**src/rtl/lut_func_unit_if.sv**
```systemverilog
// rtl/lut_func_unit_if.sv - evaluation and truth-table load bus for lut_func_unit
interface lut_func_unit_if #(
  parameter int N_IN  = 3,
  parameter int CNT_W = 8
);
  logic             in_valid;
  logic [N_IN-1:0]  in_vec;
  logic             out_valid;
  logic             F;
  logic             Fn;
  logic             cfg_start;
  logic             cfg_abort;
  logic             cfg_valid;
  logic             cfg_bit;
  logic             cfg_ready;
  logic             cfg_done;
  logic             busy;
  logic [CNT_W-1:0] hit_cnt;

  modport master (
    output in_valid, in_vec, cfg_start, cfg_abort, cfg_valid, cfg_bit,
    input  out_valid, F, Fn, cfg_ready, cfg_done, busy, hit_cnt
  );

  modport slave (
    input  in_valid, in_vec, cfg_start, cfg_abort, cfg_valid, cfg_bit,
    output out_valid, F, Fn, cfg_ready, cfg_done, busy, hit_cnt
  );
endinterface

```
**src/rtl/lut_func_unit.sv**
```systemverilog
// rtl/lut_func_unit.sv - registered N-input LUT evaluator with serial shadow-table load
module lut_func_unit #(
  parameter int                  N_IN  = 3,
  parameter logic [2**N_IN-1:0]  INIT  = 8'h5C,
  parameter int                  CNT_W = 8
) (
  input logic           clk,
  input logic           rst_n,
  lut_func_unit_if.slave bus
);
  localparam int M    = 2**N_IN;
  localparam int BC_W = $clog2(M) + 1;
  localparam logic [BC_W-1:0]  LAST_BIT = BC_W'(M - 1);
  localparam logic [CNT_W-1:0] CNT_MAX  = '1;

  typedef enum logic [1:0] {S_IDLE, S_LOAD, S_COMMIT} state_t;

  state_t           state_q, state_d;
  logic [M-1:0]     table_q, table_d;
  logic [M-1:0]     shadow_q, shadow_d;
  logic [BC_W-1:0]  bit_cnt_q, bit_cnt_d;
  logic [CNT_W-1:0] hit_cnt_q, hit_cnt_d;
  logic             f_q, f_d;
  logic             fn_q, fn_d;
  logic             out_valid_q, out_valid_d;
  logic             cfg_ready_q, cfg_ready_d;
  logic             cfg_done_q, cfg_done_d;
  logic             busy_q, busy_d;
  logic             commit;
  logic             lut_bit;

  always_comb begin
    state_d   = state_q;
    table_d   = table_q;
    shadow_d  = shadow_q;
    bit_cnt_d = bit_cnt_q;
    commit    = 1'b0;

    case (state_q)
      S_IDLE: begin
        if (bus.cfg_start) begin
          state_d   = S_LOAD;
          bit_cnt_d = '0;
          shadow_d  = '0;
        end
      end
      S_LOAD: begin
        // Abort takes priority so a final bit arriving with it never commits.
        if (bus.cfg_abort) begin
          state_d   = S_IDLE;
          shadow_d  = '0;
          bit_cnt_d = '0;
        end else if (bus.cfg_valid) begin
          shadow_d  = {shadow_q[M-2:0], bus.cfg_bit};
          bit_cnt_d = bit_cnt_q + BC_W'(1);
          if (bit_cnt_q == LAST_BIT) begin
            state_d = S_COMMIT;
          end
        end
      end
      S_COMMIT: begin
        commit  = 1'b1;
        table_d = shadow_q;
        state_d = S_IDLE;
      end
      default: state_d = S_IDLE;
    endcase

    // Evaluation reads the pre-edge table, so a commit never affects the same-edge result.
    lut_bit     = table_q[bus.in_vec];
    out_valid_d = bus.in_valid;
    f_d         = bus.in_valid ? lut_bit : f_q;
    fn_d        = ~f_d;

    hit_cnt_d = hit_cnt_q;
    if (commit) begin
      hit_cnt_d = '0;
    end else if (bus.in_valid && lut_bit && (hit_cnt_q != CNT_MAX)) begin
      hit_cnt_d = hit_cnt_q + CNT_W'(1);
    end

    cfg_ready_d = (state_d == S_LOAD);
    busy_d      = (state_d != S_IDLE);
    cfg_done_d  = commit;
  end

  always_ff @(posedge clk or negedge rst_n) begin
    if (!rst_n) begin
      state_q     <= S_IDLE;
      table_q     <= INIT;
      shadow_q    <= '0;
      bit_cnt_q   <= '0;
      hit_cnt_q   <= '0;
      f_q         <= 1'b0;
      fn_q        <= 1'b1;
      out_valid_q <= 1'b0;
      cfg_ready_q <= 1'b0;
      cfg_done_q  <= 1'b0;
      busy_q      <= 1'b0;
    end else begin
      state_q     <= state_d;
      table_q     <= table_d;
      shadow_q    <= shadow_d;
      bit_cnt_q   <= bit_cnt_d;
      hit_cnt_q   <= hit_cnt_d;
      f_q         <= f_d;
      fn_q        <= fn_d;
      out_valid_q <= out_valid_d;
      cfg_ready_q <= cfg_ready_d;
      cfg_done_q  <= cfg_done_d;
      busy_q      <= busy_d;
    end
  end

  assign bus.out_valid = out_valid_q;
  assign bus.F         = f_q;
  assign bus.Fn        = fn_q;
  assign bus.cfg_ready = cfg_ready_q;
  assign bus.cfg_done  = cfg_done_q;
  assign bus.busy      = busy_q;
  assign bus.hit_cnt   = hit_cnt_q;
endmodule

```
**src/flat_wrapper.sv**
```systemverilog
// flat-port wrapper written by rule: the top's interface ports become plain ports
module lut_func_unit_flat 
#(
  parameter int                  N_IN  = 3,
  parameter logic [2**N_IN-1:0]  INIT  = 8'h5C,
  parameter int                  CNT_W = 8
)
  (clk, rst_n, bus_in_valid, bus_in_vec, bus_cfg_start, bus_cfg_abort, bus_cfg_valid, bus_cfg_bit, bus_out_valid, bus_F, bus_Fn, bus_cfg_ready, bus_cfg_done, bus_busy, bus_hit_cnt);
  lut_func_unit_if #(.N_IN(N_IN), .CNT_W(CNT_W)) bus_i ();
  input logic clk;
  input logic rst_n;
  input wire logic [$bits(bus_i.in_valid)-1:0] bus_in_valid;
  input wire logic [$bits(bus_i.in_vec)-1:0] bus_in_vec;
  input wire logic [$bits(bus_i.cfg_start)-1:0] bus_cfg_start;
  input wire logic [$bits(bus_i.cfg_abort)-1:0] bus_cfg_abort;
  input wire logic [$bits(bus_i.cfg_valid)-1:0] bus_cfg_valid;
  input wire logic [$bits(bus_i.cfg_bit)-1:0] bus_cfg_bit;
  output wire logic [$bits(bus_i.out_valid)-1:0] bus_out_valid;
  output wire logic [$bits(bus_i.F)-1:0] bus_F;
  output wire logic [$bits(bus_i.Fn)-1:0] bus_Fn;
  output wire logic [$bits(bus_i.cfg_ready)-1:0] bus_cfg_ready;
  output wire logic [$bits(bus_i.cfg_done)-1:0] bus_cfg_done;
  output wire logic [$bits(bus_i.busy)-1:0] bus_busy;
  output wire logic [$bits(bus_i.hit_cnt)-1:0] bus_hit_cnt;
  assign bus_i.in_valid = bus_in_valid;
  assign bus_i.in_vec = bus_in_vec;
  assign bus_i.cfg_start = bus_cfg_start;
  assign bus_i.cfg_abort = bus_cfg_abort;
  assign bus_i.cfg_valid = bus_cfg_valid;
  assign bus_i.cfg_bit = bus_cfg_bit;
  assign bus_out_valid = bus_i.out_valid;
  assign bus_F = bus_i.F;
  assign bus_Fn = bus_i.Fn;
  assign bus_cfg_ready = bus_i.cfg_ready;
  assign bus_cfg_done = bus_i.cfg_done;
  assign bus_busy = bus_i.busy;
  assign bus_hit_cnt = bus_i.hit_cnt;
  lut_func_unit #(.N_IN(N_IN), .INIT(INIT), .CNT_W(CNT_W)) u_core (.clk(clk), .rst_n(rst_n), .bus(bus_i));
endmodule
```
**config.mk**
```make
export PLATFORM = sky130hd
export DESIGN_NAME = lut_func_unit_flat
export DESIGN_NICKNAME = d
export VERILOG_FILES = /design/src/rtl/lut_func_unit_if.sv /design/src/rtl/lut_func_unit.sv /design/src/flat_wrapper.sv
export SDC_FILE = /design/constraint.sdc
export NUM_CORES = 1
export LEC_CHECK = 0
export ABC_AREA = 1
export CAP_MARGIN = 20
export CORE_MARGIN = 2
export CORE_UTILIZATION = 35
export CTS_CLUSTER_DIAMETER = 100
export DETAILED_ROUTE_END_ITERATION = 7
export PLACE_DENSITY_LB_ADDON = 0.05
export SLEW_MARGIN = 15
export SYNTH_ARGS = -nofsm -noshare
export SYNTH_HDL_FRONTEND = slang
export SYNTH_SLANG_ARGS = --single-unit
```
**constraint.sdc**
```tcl
create_clock -name clk -period 1.43 [get_ports clk]
set_input_delay 0.286 -clock clk [delete_from_list [all_inputs] [get_ports clk]]
set_output_delay 0.286 -clock clk [all_outputs]
set_load 0.05 [all_outputs]
```
# [Yosys cells after proc, flatten, opt, wreduce, memory -nomap -nowiden]
# Cells that the tools add are included.
[word_totals] register_bits=36 elab_cells=48
[op_classes] add_sub_neg=2 magnitude_cmp=1 eq_ne=7 mux=19 bitwise=1 n_reduce_logical=7
[op_table] op="two-way mux 8 bit" n=5
[op_table] op="case mux 8 bit (2 select lines)" n=1
[op_table] op="two-way mux 4 bit" n=3
[op_table] op="adder 8 x 1 -> 8 bit (second input constant)" n=1
[op_table] op="two-way mux 2 bit" n=4
[op_table] op="inequality test 8 bit (second input constant)" n=1
[op_table] op="case mux 4 bit (2 select lines)" n=1
[op_table] op="nonzero test 2 bit" n=3
[op_table] op="adder 4 x 1 -> 4 bit (second input constant)" n=1
[op_table] op="== test 2 x 1 -> 1 bit (second input constant)" n=2
[op_table] op="== test 4 x 3 -> 1 bit (second input constant)" n=1
[op_table] op="< comparator 3 x 4 -> 1 bit (second input constant)" n=1
[op_table] op="case mux 2 bit (2 select lines)" n=1
[op_table] op="binary-select mux 1 bit (select 3 bit)" n=1
[op_table] op="two-way mux 1 bit" n=3
[op_table] op="inequality test 3 bit (second input constant)" n=1
[op_table] op="AND reduction 3 bit" n=1
[op_table] op="== test 2 bit (second input constant)" n=1
[op_table] op="logical AND 1 bit" n=2
[op_table] op="zero test 2 bit" n=1
[op_table] op="inequality test 2 bit (second input constant)" n=1
[op_table] op="inverter 1 bit" n=1

# [Depth between registers and ports, before layout]
[logic_depth] ltp_word=6 mapped_depth=9 depth_no_buf=9

# [Worst setup path before layout]
# Ideal clock, no wire load.
[synth_timing] path_kind="flip-flop to flip-flop" start="register u_core.hit_cnt_q[0], in the netlist u_core.bus.hit_cnt[0]" end="register u_core.hit_cnt_q[4], in the netlist u_core.bus.hit_cnt[4]" setup_time_ns=0.067 arrival_ns=1.703 path_slack_ns=-0.341 path_stages_with_launch=8 n_path_buf=1 synth_period_minus_slack_ns=1.771 cell_sequence="dfrtp_1 > ha_1 > nand3_2 > or2_1 > buf_6 > nand4_4 > nand3_1 > nand2_1"
[synth_between] elab_chain_len=3 word_cells_on_any_way=6
[synth_lines] element="from (decl)" line_no="lut_func_unit.sv:22" rtl="logic [CNT_W-1:0] hit_cnt_q, hit_cnt_d;"
[synth_lines] element="from (signal assigned)" line_no="lut_func_unit.sv:105" rtl="hit_cnt_q <= hit_cnt_d;"
[synth_lines] element="adder 8 x 1 -> 8 bit or inequality test 8 bit (tied branches)" line_no="lut_func_unit.sv:79, lut_func_unit.sv:78"
[synth_lines] element="two-way mux 8 bit or logical AND 1 bit (tied branches)" line_no="lut_func_unit.sv:78" rtl="end else if (bus.in_valid && lut_bit && (hit_cnt_q != CNT_MAX)) begin"
[synth_lines] element="two-way mux 8 bit or nonzero test 2 bit (tied branches)"
# Several ways; a longest one is shown, not always the timed one. The select of a mux whose other input is x is not followed.
# A chain may end at the register's enable or synchronous reset.

# [Worst setup path after layout]
[layout_timing] start="register u_core.hit_cnt_q[1], in the netlist u_core.bus.hit_cnt[1]" end="register u_core.hit_cnt_q[6], in the netlist u_core.bus.hit_cnt[6]"
# The elaborated chain is that of the path after synthesis.

==> results_dict.tcl <==
set metrics [dict create \
    fin_setup_tns_ps 0 \
    cts.sinks 36 \
    peakVddDrop_mv 0.5754 \
    die_y_um 73.83 \
    critPathMaxStageDelay_ps 410 \
    yosysTopAreaCell "sky130_fd_sc_hd__dfrtp_1" \
    finalClockSkew_ps 5.315 \
    final.hold.worst_slack_ps 378.3 \
    startpoint_type_of_the_worst_setup_path "register" \
    ctsHtreeMaxLevel 2 \
    initial_core_util 0.3613 \
    timing.final.crit_share 0.9582 \
    fp.dieW_um 73.83 \
    tritoncts_clock_tree "built" \
    post_route_cells_drive_above_1_share 0.3293 \
    synth.ff_latch_count 36 \
    timing.final.setup_violations 0 \
    most-common-layout-cells "sky130_fd_sc_hd__nand2_1 (42), sky130_fd_sc_hd__inv_1 (28), sky130_fd_sc_hd__dfrtp_1 (25)" \
    syn_inst 196 \
    placeableCoreArea_um2 4723 \
    synthesized_area_um2 1707 \
    sequential_fraction_of_the_synthesis_area 0.5315 \
    worst_slew_margin_rel 0.8406 \
    grt_pass1_vias 1402 \
    critical_path.slowest_cell "sky130_fd_sc_hd__dfrtp_2" \
    cts.reportedPaths.clkPinSlew_ps 70 \
    p_total_uw 3103 \
    row_count 25 \
    port-buffer-count 23 \
    timing.critical_path.required_ps 1590 \
    critical_path_buf_inv_count 1 \
    final_min_period_ps 1370 \
    groute.usage.overall 0.1468 \
    synth.lib_cells_used.distinct 27 \
    total_leakage_power_uw 0.001185 \
    syn-mean-instance-area_um2 8.707 \
    grt_overflow 0 \
    cp_top_family "simple AND/OR/NAND/NOR gates" \
    synth_enable_flop_cells 0 \
    antenna_violations_before_repair 0 \
    insertion_delay_ps 280 \
    fmaxAchievable_ghz 0.7298 \
    ant_nets 0 \
    ys.warnings.count 0 \
    design.final.nets 260 \
    area_overhead_vs_synth_pct 46.11 \
    critical_path.endpoint_type "register" \
    detail_route.vias_per_cell 4.623 \
    r2r.worst_path.cells 6 \
    cell_area_power_density_nw_per_um2 1244 \
    async_flop_share 1.000 \
    worstReg2RegStart "u_core.bus.hit_cnt[1]" \
    synth_top_flop_cell "sky130_fd_sc_hd__dfrtp_1" \
    detailedPlacementHpwl_um 2601 \
    netlist.area_leader.share 0.4545 \
    synth_nets 208 \
    chain_of_cells_forming_the_critical_path "ha_4, nand3_2, or2_4, buf_4, nand4_1, nand2_1" \
    max_slew_violation_count 0 \
    critical_path_arrival_ps 1530 \
    antennaDiodeCount 0 \
    top_level_port_count 24 \
    place.gp.congestion 0.8481 \
    drt_wl_total_um 3646 \
    clk_root_buffer_cell "sky130_fd_sc_hd__clkbuf_8" \
    timing_worst_setup_path_type "reg -> reg" \
    rsz_0062_raised_after_global_routing "yes" \
    grt_max_degree 37 \
    dieArea_um2 5451 \
    drc_errors 0 \
    via_count 1461 \
    yosys-top-cells-area "sky130_fd_sc_hd__dfrtp_1 (45%), sky130_fd_sc_hd__nand2_1 (9.7%), sky130_fd_sc_hd__dfstp_2 (7.7%), sky130_fd_sc_hd__inv_1 (6.4%), sky130_fd_sc_hd__nand3_1 (6.2%)" \
    detailedRoute.firstPassIterationCount 4 \
    maximum_number_of_buffers_from_clock_root_to_sink 2 \
    worst-slew-pin-transition_ps 238.5 \
    run_status "complete, no violations" \
    first_pass_grt_wire_length_um 6099 \
    crit_fanout 7 \
    worstReg2RegEnd "u_core.bus.hit_cnt[6]" \
    maxCapViolCount 0 \
    placement.cell_area_um2 2335 \
    routed_length_per_placed_instance_um 11.54 \
    ff2ff_setup_slack_ps 60 \
    drtIter0Drc 63 \
    hp-class "in -> async" \
    final-hold-violation-count 0 \
    number_of_buffers_created_by_cts 5 \
    mostFrequentLayoutCell "sky130_fd_sc_hd__nand2_1" \
    design_area_um2 2494 \
]
==> worst max-delay path by stage <==
| stage | startpoint | end | slack, ps | cells after the start |
|---|---|---|---|---|
| floorplan | u_core.bus.hit_cnt[0] | u_core.bus.hit_cnt[4] | -80 | 7 |
| global placement | bus_in_vec[0] | u_core.bus.hit_cnt[3] | -310 | 9 |
| detailed placement | bus_in_vec[0] | u_core.bus.hit_cnt[4] | -370 | 9 |
| CTS | u_core.table_q[6] | u_core.bus.hit_cnt[6] | 20 | 8 |
| global route | u_core.table_q[2] | u_core.bus.hit_cnt[5] | -40 | 8 |
| finish | u_core.bus.hit_cnt[1] | u_core.bus.hit_cnt[6] | 60 | 6 |
==> where the power goes <==
group          switching, µW  leakage [µW]  total (µW)  internal, µW
Combinational            588      0.000687        1160           576
Sequential               129      0.000456        1260          1140
Clock                    333     0.0000422         675           341
Total                   1050       0.00119        3100          2050
==> cell families after synthesis <==
family	Yosys count	synth area share
buffers and inverters	41	0.09604
and+or+nand+nor	89	0.2588
adders and majority gates	2	0.01466
DFF	36	0.5315
AOI/OAI and AO/OA	24	0.07845
xor gates and xnor gates	4	0.02053
==> what timing repair did <==
| action | in CTS | in global routing |
|---|---|---|
| pin swaps | 1 | 8 |
| setup endpoints to repair | 7 | 8 |
| hold buffers | 0 | 0 |
| gates resized for setup | 2 | 10 |
| buffers inserted | 0 | 5 |
==> stage by stage <==
step | utilization | setup slack (ps) | cells
after global routing | 0.5279 | -39.93 | 316
after CTS | 0.5123 | 19.48 | 311
after global placement | 0.4943 | -314.9 | 303
after floorplan | - | -78.47 | 196
after detailed placement | 0.4943 | -366.3 | 303
final | 0.5279 | 59.70 | 316
==> layer usage <==
metal | global-route usage | routed length [µm] | vias up
met5 | 0 | 0 | -
met4 | 0.07273 | 92 | 0
met3 | 0.03704 | 136 | 9
met2 | 0.2272 | 1762 | 30
met1 | 0.1901 | 1655 | 687
li1 | - | - | 735
==> cell usage after synthesis (2+ instances only) <==
master                     n
sky130_fd_sc_hd__nand2_1  44
sky130_fd_sc_hd__dfrtp_1  31
sky130_fd_sc_hd__inv_1    29
sky130_fd_sc_hd__nand3_1  21
sky130_fd_sc_hd__inv_2     8
sky130_fd_sc_hd__nand4_1   8
sky130_fd_sc_hd__o21ai_0   8
sky130_fd_sc_hd__nor2_1    6
sky130_fd_sc_hd__o22ai_1   6
sky130_fd_sc_hd__dfstp_2   5
sky130_fd_sc_hd__a21oi_1   4
sky130_fd_sc_hd__o21ai_1   4
sky130_fd_sc_hd__xor2_1    4
sky130_fd_sc_hd__buf_2     2
sky130_fd_sc_hd__ha_1      2
sky130_fd_sc_hd__nand3_2   2
sky130_fd_sc_hd__nor2_4    2
==> flip-flops by register name, indices dropped and copies added, names as in the netlist <==
signal,flops
u_core.bus.out_valid,1
u_core.shadow_q,8
u_core.bus.F,1
u_core.bit_cnt_q,4
u_core.bus.cfg_ready,1
u_core.bus.cfg_done,1
u_core.state_q,2
u_core.table_q,8
u_core.bus.Fn,1
u_core.bus.hit_cnt,8
u_core.bus.busy,1
==> final cells by class <==
class,count,area (µm²)
Inverter,38,142.6
Clock inverter,1,5.005
Sequential cell,36,914.6
Multi-Input combinational cell,119,686.9
Tap cell,67,83.83
Fill cell,454,2230
Clock buffer,7,76.32
Timing Repair Buffer,48,584.3
No activity file was read; power rests on OpenSTA's default activity.
